===== config.mk =====
export PLATFORM = sky130hd
export DESIGN_NAME = sap_sequencer_flat
export DESIGN_NICKNAME = d
export VERILOG_FILES = /design/src/rtl/sap_sequencer_if.sv /design/src/rtl/sap_sequencer.sv /design/src/flat_wrapper.sv
export SDC_FILE = /design/constraint.sdc
export NUM_CORES = 1
export LEC_CHECK = 0
export ABC_AREA = 1
export CAP_MARGIN = 0
export CORE_MARGIN = 1.5
export CORE_UTILIZATION = 40
export DETAILED_ROUTE_END_ITERATION = 10
export GPL_ROUTABILITY_DRIVEN = 0
export PLACE_DENSITY = 0.78
export SLEW_MARGIN = 20
export SYNTH_ARGS = -nofsm -noshare
export SYNTH_HDL_FRONTEND = slang
export SYNTH_SLANG_ARGS = --single-unit

===== constraint.sdc =====
create_clock -name CLK -period 2.2 [get_ports CLK]
set_input_delay 0.22 -clock CLK [delete_from_list [all_inputs] [get_ports CLK]]
set_output_delay 0.22 -clock CLK [all_outputs]
set_load 0.005 [all_outputs]

===== src/rtl/sap_sequencer_if.sv =====
// Control bundle between the SAP microcode sequencer and the CPU datapath / IR.
// The master modport is the sequencer, which drives the control word and status.
// The slave modport is the datapath side, which drives run, opcode and the ALU flags.
interface sap_sequencer_if #(
  parameter int OPW   = 4,
  parameter int STEPS = 8,
  parameter int CW    = 16
);
  localparam int SW = $clog2(STEPS);

  logic           run;
  logic [OPW-1:0] opcode;
  logic           carry_in;
  logic           zero_in;
  logic [CW-1:0]  ctrl;
  logic [SW-1:0]  step;
  logic           last;
  logic [1:0]     flags;
  logic           halted;

  modport master (
    input  run, opcode, carry_in, zero_in,
    output ctrl, step, last, flags, halted
  );

  modport slave (
    output run, opcode, carry_in, zero_in,
    input  ctrl, step, last, flags, halted
  );
endinterface


===== src/rtl/sap_sequencer.sv =====
// Microcode sequencer for the 8-bit SAP CPU: control word from opcode, microstep and flags.
// Latency: ctrl/last are combinational from current state; step/flags/halt update each posedge.
// Backpressure: run=0 stalls (ctrl=0, state held); a halted sequencer ignores run until rst.
module sap_sequencer #(
  parameter int OPW   = 4,
  parameter int STEPS = 8,
  parameter int CW    = 16
) (
  input logic             CLK,
  input logic             rst,
  sap_sequencer_if.master bus
);
  localparam int SW = $clog2(STEPS);

  // Control word bit masks (datapath wiring order).
  localparam logic [15:0] M_J   = 16'h0001;
  localparam logic [15:0] M_CO  = 16'h0002;
  localparam logic [15:0] M_CE  = 16'h0004;
  localparam logic [15:0] M_OI  = 16'h0008;
  localparam logic [15:0] M_BI  = 16'h0010;
  localparam logic [15:0] M_SU  = 16'h0020;
  localparam logic [15:0] M_SO  = 16'h0040;
  localparam logic [15:0] M_AO  = 16'h0080;
  localparam logic [15:0] M_AI  = 16'h0100;
  localparam logic [15:0] M_II  = 16'h0200;
  localparam logic [15:0] M_IO  = 16'h0400;
  localparam logic [15:0] M_RO  = 16'h0800;
  localparam logic [15:0] M_RI  = 16'h1000;
  localparam logic [15:0] M_MI  = 16'h2000;
  localparam logic [15:0] M_HLT = 16'h4000;
  localparam int          B_FI  = 15;

  // Opcodes, zero-extended to the IR opcode width.
  localparam logic [OPW-1:0] OP_LDA = OPW'(1);
  localparam logic [OPW-1:0] OP_ADD = OPW'(2);
  localparam logic [OPW-1:0] OP_SUB = OPW'(3);
  localparam logic [OPW-1:0] OP_STA = OPW'(4);
  localparam logic [OPW-1:0] OP_LDI = OPW'(5);
  localparam logic [OPW-1:0] OP_JMP = OPW'(6);
  localparam logic [OPW-1:0] OP_JC  = OPW'(7);
  localparam logic [OPW-1:0] OP_JZ  = OPW'(8);
  localparam logic [OPW-1:0] OP_OUT = OPW'(14);
  localparam logic [OPW-1:0] OP_HLT = OPW'(15);

  typedef enum logic {ST_RUN, ST_HALT} state_t;

  state_t        state_q, state_d;
  logic [SW-1:0] step_q, step_d;
  logic [1:0]    flags_q, flags_d;

  logic [15:0]   cw;          // decoded microinstruction before run/halt/reset gating
  logic          last_w;      // decoded end-of-instruction marker
  logic          halt_entry;  // HLT executing at T2
  logic [CW-1:0] ctrl_w;
  logic          last_o;

  // Microcode ROM: decode (step, opcode, flags) into a raw control word.
  always_comb begin
    cw         = 16'h0000;
    last_w     = 1'b0;
    halt_entry = 1'b0;
    if (step_q == SW'(0)) begin
      cw = M_MI | M_CO;
    end else if (step_q == SW'(1)) begin
      cw = M_RO | M_II | M_CE;
    end else if (step_q == SW'(2)) begin
      last_w = 1'b1;
      case (bus.opcode)
        OP_LDA, OP_ADD, OP_SUB, OP_STA: begin
          cw     = M_MI | M_IO;
          last_w = 1'b0;
        end
        OP_LDI:  cw = M_IO | M_AI;
        OP_JMP:  cw = M_IO | M_J;
        OP_JC:   cw = flags_q[1] ? (M_IO | M_J) : 16'h0000;
        OP_JZ:   cw = flags_q[0] ? (M_IO | M_J) : 16'h0000;
        OP_OUT:  cw = M_AO | M_OI;
        OP_HLT: begin
          cw         = M_HLT;
          last_w     = 1'b0;
          halt_entry = 1'b1;
        end
        default: cw = 16'h0000;
      endcase
    end else if (step_q == SW'(3)) begin
      case (bus.opcode)
        OP_LDA: begin
          cw     = M_RO | M_AI;
          last_w = 1'b1;
        end
        OP_ADD, OP_SUB: cw = M_RO | M_BI;
        OP_STA: begin
          cw     = M_AO | M_RI;
          last_w = 1'b1;
        end
        default: cw = 16'h0000;
      endcase
    end else if (step_q == SW'(4)) begin
      case (bus.opcode)
        OP_ADD: begin
          cw     = M_SO | M_AI | (16'h1 << B_FI);
          last_w = 1'b1;
        end
        OP_SUB: begin
          cw     = M_SO | M_SU | M_AI | (16'h1 << B_FI);
          last_w = 1'b1;
        end
        default: cw = 16'h0000;
      endcase
    end
  end

  // Output gating: reset blanks everything, halt forces HLT only, stall blanks ctrl/last.
  always_comb begin
    ctrl_w = '0;
    last_o = 1'b0;
    if (rst) begin
      ctrl_w = '0;
    end else if (state_q == ST_HALT) begin
      ctrl_w[15:0] = M_HLT;
    end else if (bus.run) begin
      ctrl_w[15:0] = cw;
      last_o       = last_w;
    end
  end

  // Next state: advance/wrap the microstep, latch flags on FI, enter halt at HLT T2.
  always_comb begin
    state_d = state_q;
    step_d  = step_q;
    flags_d = flags_q;
    if (state_q == ST_RUN && bus.run) begin
      if (halt_entry) begin
        state_d = ST_HALT;
      end else if (last_w || step_q == SW'(STEPS - 1)) begin
        step_d = '0;
      end else begin
        step_d = step_q + 1'b1;
      end
      if (cw[B_FI]) begin
        flags_d = {bus.carry_in, bus.zero_in};
      end
    end
  end

  // State registers with synchronous reset.
  always_ff @(posedge CLK) begin
    if (rst) begin
      state_q <= ST_RUN;
      step_q  <= '0;
      flags_q <= 2'b00;
    end else begin
      state_q <= state_d;
      step_q  <= step_d;
      flags_q <= flags_d;
    end
  end

  assign bus.ctrl   = ctrl_w;
  assign bus.last   = last_o;
  assign bus.step   = step_q;
  assign bus.flags  = flags_q;
  assign bus.halted = (state_q == ST_HALT);
endmodule


===== src/flat_wrapper.sv =====
// flat-port wrapper written by rule: the top's interface ports become plain ports
module sap_sequencer_flat 
#(
  parameter int OPW   = 4,
  parameter int STEPS = 8,
  parameter int CW    = 16
)
  (CLK, rst, bus_run, bus_opcode, bus_carry_in, bus_zero_in, bus_ctrl, bus_step, bus_last, bus_flags, bus_halted);
  sap_sequencer_if #(.OPW(OPW), .STEPS(STEPS), .CW(CW)) bus_i ();
  input logic CLK;
  input logic rst;
  input wire logic [$bits(bus_i.run)-1:0] bus_run;
  input wire logic [$bits(bus_i.opcode)-1:0] bus_opcode;
  input wire logic [$bits(bus_i.carry_in)-1:0] bus_carry_in;
  input wire logic [$bits(bus_i.zero_in)-1:0] bus_zero_in;
  output wire logic [$bits(bus_i.ctrl)-1:0] bus_ctrl;
  output wire logic [$bits(bus_i.step)-1:0] bus_step;
  output wire logic [$bits(bus_i.last)-1:0] bus_last;
  output wire logic [$bits(bus_i.flags)-1:0] bus_flags;
  output wire logic [$bits(bus_i.halted)-1:0] bus_halted;
  assign bus_i.run = bus_run;
  assign bus_i.opcode = bus_opcode;
  assign bus_i.carry_in = bus_carry_in;
  assign bus_i.zero_in = bus_zero_in;
  assign bus_ctrl = bus_i.ctrl;
  assign bus_step = bus_i.step;
  assign bus_last = bus_i.last;
  assign bus_flags = bus_i.flags;
  assign bus_halted = bus_i.halted;
  sap_sequencer #(.OPW(OPW), .STEPS(STEPS), .CW(CW)) u_core (.CLK(CLK), .rst(rst), .bus(bus_i));
endmodule

==> impl_metrics.sql, run 1 <==
INSERT INTO impl_metrics (metric_group, metric, value, unit) VALUES
('status', 'run_status', 'finished with violations', ''),
('status', 'violations', 'design-rule violations', ''),
('hold_path', 'timing.hold.worst.start', 'u_core.bus.step[1]', ''),
('clock_tree', 'clock_slew_at_the_register_clock_pins_of_the_worst_setup_and_hold_paths', '0.04', 'ns'),
('timing', 'tightest_slew', '0.277', 'ns'),
('yosys', 'ys_ff_latch', '6', ''),
('detailed_routing', 'viasPerCell', '5.28', ''),
('floorplan', 'die_footprint', '0.00199', 'mm2'),
('floorplan', 'fp.dieW', '44.6', 'um'),
('placed_design', 'hpwl', '1.74', 'mm'),
('timing', 'relative_slew_slack', '81.4', '%'),
('critical_path', 'rrSetupSlack', '0.65', 'ns'),
('floorplan', 'core-area', '0.00156', 'mm2'),
('floorplan', 'ios', '32', ''),
('timing', 'post_route_clock_period_utilization', '99.4', '%'),
('timing', 'final-max-slew-violation-count', '0', ''),
('placed_design', 'pre_cts_slack', '-0.0654', 'ns'),
('critical_path', 'critical-path-slowest-cell', 'clkdlybuf4s50_1', ''),
('global_routing', 'grt_antenna_before_repair', '0', ''),
('flow_run', 'drv.max_cap_violation_count', '0', ''),
('critical_path', 'path_max_fanout', '6', ''),
('detailed_routing', 'drt-wirelength-per-cell', '12.4', 'um'),
('clock_tree', 'cts-root-buf', 'clkbuf_4', ''),
('critical_path', 'required', '1.98', 'ns'),
('timing', 'setup_slack', '0.0142', 'ns'),
('global_routing', 'grtUsageTotal', '25.2', '%'),
('timing', 'fmax', '0.457', 'GHz'),
('global_routing', 'grt_pass1_vias', '850', ''),
('yosys', 'syn_area', '692', 'um2'),
('yosys', 'syn_inst', '121', ''),
('final_layout', 'fin_nets', '186', ''),
('yosys', 'synth.yosys.warnings', '0', ''),
('floorplan', 'rows', '14', ''),
('power_and_ir_drop', 'power', '0.000361', 'W'),
('timing', 'period_minus_slack', '2.19', 'ns'),
('timing', 'timing_hold_violations_final', '0', ''),
('critical_path', 'worstPathCellList', 'clkdlybuf4s50_1 -> nor2_4 -> nand2_2 -> nand2_1 -> nand2_1 -> nor3_1 -> or2_2 -> clkdlybuf4s50_1', ''),
('detailed_routing', 'vias', '976', ''),
('detailed_routing', 'first_pass_iters', '8', ''),
('hold_path', 'hold_end', 'u_core.bus.step[1]', ''),
('critical_path', 'criticalPathCategory', 'in -> out', ''),
('critical_path', 'regToRegEndpoint', 'u_core.bus.step[2]', ''),
('power_and_ir_drop', 'vdd_drop_max', '0.372', 'mV'),
('critical_path', 'critical_path.startpoint', 'bus_opcode[3]', ''),
('final_layout', 'layout-area-overhead-vs-synth', '75.0', '%'),
('detailed_routing', 'drc_errors', '2', ''),
('yosys', 'synth.avg_cell_area', '5.72', 'um2'),
('timing', 'finClkSkew', '0.000686', 'ns'),
('global_routing', 'grt_start_max_net_pins', '7', ''),
('clock_tree', 'clock_tree.buffer_depth', '2', ''),
('placed_design', 'placedCellCount', '181', ''),
('timing', 'holdWs', '0.510', 'ns'),
('critical_path', 'cp-end-kind', 'output pin', ''),
('final_layout', 'fin_cells', '185', ''),
('yosys', 'netlist-cell-type-count', '20', ''),
('yosys', 'synth.net_count', '136', ''),
('final_layout', 'layout-drive-gt1-share', '27.8', '%'),
('global_routing', 'grt.overflow.total', '0', ''),
('detailed_routing', 'detail-route-antenna-nets', '0', ''),
('hold_path', 'hold_path_class', 'reg -> reg', ''),
('yosys', 'ys_top_cells_by_area', 'dfxtp_1 (17%), nor2_1 (15%), ha_1 (11%)', ''),
('yosys', 'netlist.area_leader.share', '17.4', '%'),
('clock_tree', 'cts-buffers-inserted', '3', ''),
('critical_path', 'worst-r2r-cell-count', '9', ''),
('power_and_ir_drop', 'p_per_area', '298', 'mW/mm2'),
('timing', 'rsz0062_at_grt', 'true', ''),
('clock_tree', 'clk-insertion-delay-late', '0.25', 'ns'),
('final_layout', 'n_antenna_cell', '0', ''),
('power_and_ir_drop', 'cellLeakagePower', '0.636', 'nW'),
('floorplan', 'floorplan.initialDensity', '44.4', '%'),
('critical_path', 'arrival', '1.97', 'ns');
[synth_stat cells]
cell      instances
or2_2             1
ha_1              6
o22ai_1           1
nor2_2            3
o21bai_1          1
nand3_1           8
a21oi_1           5
nor4_1            2
a22o_1            1
inv_2             4
inv_1            16
o21ai_0           5
nor2_1           27
nor3_1            2
nand4_1           5
nand3b_1          1
dfxtp_1           6
buf_4             2
nand2_1          20
nand2_2           5
[metal layers]
layer	GRT usage (%)	share of wire (%)
met3	3.27	7.4
met1	32.9	42
met4	17.0	3.4
met5	0	0
met2	38.3	47
[flip-flops by register name, summed over array words and instances, names as in the netlist]
signal	cells
u_core.bus.flags	2
u_core.bus.step	3
u_core.bus.halted	1
[cells in the final DEF (no fill, tap or decap), drive strengths merged, types with 2 or more instances in the layout]
cell type      Yosys  routed
nand2             25      25
buf                2      16
clkbuf             0       3
nor3               2       2
o21ai              5       5
dfxtp              6       6
nand4              5       5
nand3              8       8
ha                 6       6
inv               20      20
dlygate4sd2        0       7
a21oi              5       5
dlymetal6s2s       0       4
nor2              30      30
nor4               2       2
clkdlybuf4s50      0      20
[power by group]
part           internal, W  switching [W]
combinational    0.0000672      0.0000725
sequential        0.000113     0.00000527
clock            0.0000618      0.0000418
[logic make-up after synthesis]
logic type               after synthesis  synth area share (%)
buffers and inverters                 22                  13.0
flip-flops                             6                  17.4
adder cells (fa/ha/maj)                6                  10.8
AND/OR/NAND/NOR                       74                  48.3
AO/OA/AOI/OAI                         13                  10.5
[per-stage QoR]
stage          TNS [ns]  instance area (um2)
2_1_floorplan         0                  692
3_3_place_gp    -0.0464                 1120
3_5_place_dp     -0.189                 1120
4_1_cts         -0.0571                 1160
5_1_grt          -0.432                 1210
6_report              0                 1210
[area by class of cell]
cell class,instances,area [um2]
Clock buffer,3,22.5
Sequential cell,6,129
Inverter,20,75.1
Tap cell,16,20.0
Fill cell,120,348
Multi-Input combinational cell,93,533
Timing Repair Buffer,47,432
[repair_timing]
action / 4_1_cts / 5_1_grt
resized for setup: 20 / 13
setup endpoints to repair: 14 / 9
pin swaps: 2 / 3
hold endpoints to repair: 0 / 0
hold buffers: 0 / 0
setup buffers: 0 / 1
[worst max-delay path by stage]
stage | slack, ns | end | depth (start not counted)
after floorplan | 0.58 | bus_ctrl[15] | 8
after global placement | -0.02 | bus_ctrl[10] | 8
after detailed placement | -0.07 | bus_ctrl[0] | 9
after CTS | -0.06 | bus_ctrl[15] | 8
after global routing | -0.14 | bus_ctrl[13] | 8
final | 0.01 | bus_ctrl[13] | 8
[worst max-delay path, delay by kind of cell]
family	cells	cell delay, ns
simple gates	6	0.74
buf+inv	2	1.01
Note: power is estimated with default switching activity, not from simulation.
==> run 2, diff against run 1 <==
HOLD_SLACK_MARGIN = 0.02   (was default)
==> results of run 2 <==
The final DEF is identical to that of run 1; final timing and power are the same.
==> run 3, diff against run 2 <==
--- a/config.mk
+++ b/config.mk
@@ -11,2 +11,3 @@
 export CORE_UTILIZATION = 40
+export CTS_BUF_LIST = sky130_fd_sc_hd__clkbuf_16
 export DETAILED_ROUTE_END_ITERATION = 10
--- a/constraint.sdc
+++ b/constraint.sdc
@@ -3,2 +3,2 @@
 set_output_delay 0.22 -clock CLK [all_outputs]
-set_load 0.005 [all_outputs]
+set_load 0.05 [all_outputs]
==> run 3 against run 2 <==
  * The flow still finishes with violations (design-rule violations)
  * Global-route usage up 2.2 points
  * Sequential share of layout area down 1.5 points
  * Die area unchanged
  * Via count down 0.61%
  * Clock skew about the same
  * Combinational power up 21%
  * Critical path depth up 2
  * Fmax up 2.6%
  * Critical endpoint is now bus_ctrl[10]
  * Cell area up 16%
  * Sequential cell count unchanged
  * Highest routed layer unchanged
  * Hold slack better by 0.017 ns
==> impl_metrics.sql, run 3 (synthesis gave the netlist of run 1 again) <==
INSERT INTO impl_metrics (metric_group, metric, value, unit) VALUES
('final_layout', 'layout.area.seq', '129', 'um2'),
('timing', 'tightest_slew', '0.494', 'ns'),
('clock_tree', 'cts-buffers-inserted', '3', ''),
('final_layout', 'fin_cells', '176', ''),
('floorplan', 'die_footprint', '0.00199', 'mm2'),
('placed_design', 'placed_area', '0.00130', 'mm2'),
('timing', 'final-max-slew-violation-count', '0', ''),
('floorplan', 'fp.dieW', '44.6', 'um'),
('detailed_routing', 'wirelength', '2.62', 'mm'),
('floorplan', 'core-area', '0.00156', 'mm2'),
('power_and_ir_drop', 'vdd_drop_max', '0.767', 'mV'),
('critical_path', 'critical_path.startpoint_type', 'flip-flop', ''),
('detailed_routing', 'first_pass_iters', '7', ''),
('floorplan', 'floorplan.initialDensity', '44.4', '%'),
('detailed_routing', 'vias', '970', ''),
('status', 'violations', 'design-rule violations', ''),
('clock_tree', 'cts-root-buf', 'clkbuf_16', ''),
('final_layout', 'multi_input_comb_area', '573', 'um2'),
('detailed_routing', 'routed.top_layer', 'met4', ''),
('detailed_routing', 'dr_wl_met3', '162', 'um'),
('timing', 'setup_slack', '0.0687', 'ns'),
('floorplan', 'ios', '32', ''),
('detailed_routing', 'detail-route-antenna-nets', '0', ''),
('final_layout', 'post-route-cell-area', '0.00141', 'mm2'),
('timing', 'post_route_clock_period_utilization', '96.9', '%'),
('placed_design', 'placedCellCount', '172', ''),
('critical_path', 'worst-r2r-cell-count', '9', ''),
('detailed_routing', 'drt_iter0_markers', '41', ''),
('hold_path', 'hold_path_class', 'reg -> reg', ''),
('detailed_routing', 'routed-wl-met2', '1.37', 'mm'),
('floorplan', 'rows', '14', ''),
('critical_path', 'path_max_fanout', '5', ''),
('placed_design', 'place.port_buffers', '31', ''),
('clock_tree', 'clock_slew_at_the_register_clock_pins_of_the_worst_setup_and_hold_paths', '0.03', 'ns'),
('final_layout', 'layout-area-overhead-vs-synth', '104', '%'),
('floorplan', 'dieHeight', '44.6', 'um'),
('final_layout', 'fin_nets', '177', ''),
('global_routing', 'grt_start_max_net_pins', '7', ''),
('placed_design', 'hpwl', '1.80', 'mm'),
('critical_path', 'criticalPathCategory', 'reg -> out', ''),
('timing', 'timing_hold_violations_final', '0', ''),
('critical_path', 'required', '1.98', 'ns'),
('power_and_ir_drop', 'power', '0.000578', 'W'),
('final_layout', 'most_common_cell_after_layout_fill_and_taps_aside', 'nor2_1', ''),
('final_layout', 'n_antenna_cell', '0', ''),
('clock_tree', 'postCtsHoldBufs', '0', ''),
('global_routing', 'grt.overflow.total', '0', ''),
('clock_tree', 'clk-insertion-delay-late', '0.23', 'ns'),
('timing', 'setup-violations-final', '0', ''),
('final_layout', 'filler_cell_count', '69', ''),
('global_routing', 'grtUsageTotal', '27.4', '%'),
('detailed_routing', 'viasPerCell', '5.51', ''),
('timing', 'finClkSkew', '0.000451', 'ns'),
('detailed_routing', 'drc_errors', '2', ''),
('clock_tree', 'cts_num_sinks', '6', ''),
('detailed_routing', 'wl_met1', '1.05', 'mm'),
('global_routing', 'grt_antenna_before_repair', '0', ''),
('critical_path', 'cp-end-kind', 'output pin', ''),
('detailed_routing', 'drt-wirelength-per-cell', '14.9', 'um'),
('flow_run', 'drv.max_cap_violation_count', '0', ''),
('clock_tree', 'cts_tree', 'built', ''),
('final_layout', 'layout-drive-gt1-share', '38.1', '%'),
('clock_tree', 'clock_tree.buffer_depth', '2', ''),
('hold_path', 'timing.hold.worst_path_depth', '2', ''),
('final_layout', 'final_cell_mix', 'nor2_1 (18), nand2_1 (17), buf_12 (17)', ''),
('global_routing', 'grt_pass1_vias', '936', ''),
('status', 'run_status', 'finished with violations', ''),
('global_routing', 'first_pass_grt_wire_length', '4.11', 'mm'),
('timing', 'fmax', '0.469', 'GHz'),
('timing', 'relative_slew_slack', '66.9', '%'),
('final_layout', 'flip_flop_count_of_the_largest_register_after_layout', '3', ''),
('power_and_ir_drop', 'cellLeakagePower', '0.623', 'nW'),
('placed_design', 'pre_cts_slack', '0.0601', 'ns'),
('power_and_ir_drop', 'p_per_area', '410', 'mW/mm2'),
('timing', 'period_minus_slack', '2.13', 'ns'),
('critical_path', 'arrival', '1.91', 'ns'),
('clock_tree', 'clock_tree.htree_level_count', '1', '');
## run 3: metal layers
layer | global-route usage (%) | vias to the layer above
li1 | - | 466
met1 | 30.2 | 446
met2 | 51.9 | 52
met3 | 4.08 | 6
met4 | 9.70 | 0
met5 | 0 | -
## run 3: cell type report
class | count | share of cell area, %
multi-input cells | 93 | 40.6
flip-flops and latches | 6 | 9.14
inverters | 20 | 5.32
clock buffers | 3 | 5.32
repair buffers | 38 | 38.2
well taps | 16 | 1.42
## run 3: where the power goes
part / internal (W) / switching (W)
clock: 0.000233 / 0.0000571
combinational: 0.0000654 / 0.000105
sequential: 0.000113 / 0.00000483
total: 0.000411 / 0.000167
## run 3: metrics by stage
step	setup TNS, ns	utilization (%)	hold WS, ns
4_1_cts	0	88.2	0.502
5_1_grt	-0.0306	90.4	0.549
6_report	0	90.4	0.528
3_3_place_gp	0	83.2	0.488
3_5_place_dp	0	83.2	0.498
2_1_floorplan	-0.0398	-	0.282
## run 3: worst paths after layout
path	start	end	slack, ns
setup / recovery	u_core.bus.step[1]	bus_ctrl[10]	0.07
hold / removal	u_core.bus.step[1]	u_core.bus.step[1]	0.53
setup reg to reg	u_core.bus.step[1]	u_core.bus.step[0]	0.50
hold reg to reg	u_core.bus.step[1]	u_core.bus.step[1]	0.53
## run 3: critical path, stage by stage (launching register included)
cell and delay, ns:
dfxtp_4 0.36, inv_1 0.06, ha_1 0.21, nand2_2 0.11
nand2_2 0.10, nor2_4 0.14, nand2_2 0.08, o21bai_1 0.17
buf_4 0.17, nor2_4 0.14, buf_12 0.15
## run 3: what timing repair did
action | in CTS | in global routing
gates resized for setup | 1 | 11
endpoints found under the setup margin | 2 | 8
setup buffers | 0 | 1
pin swaps | 0 | 1
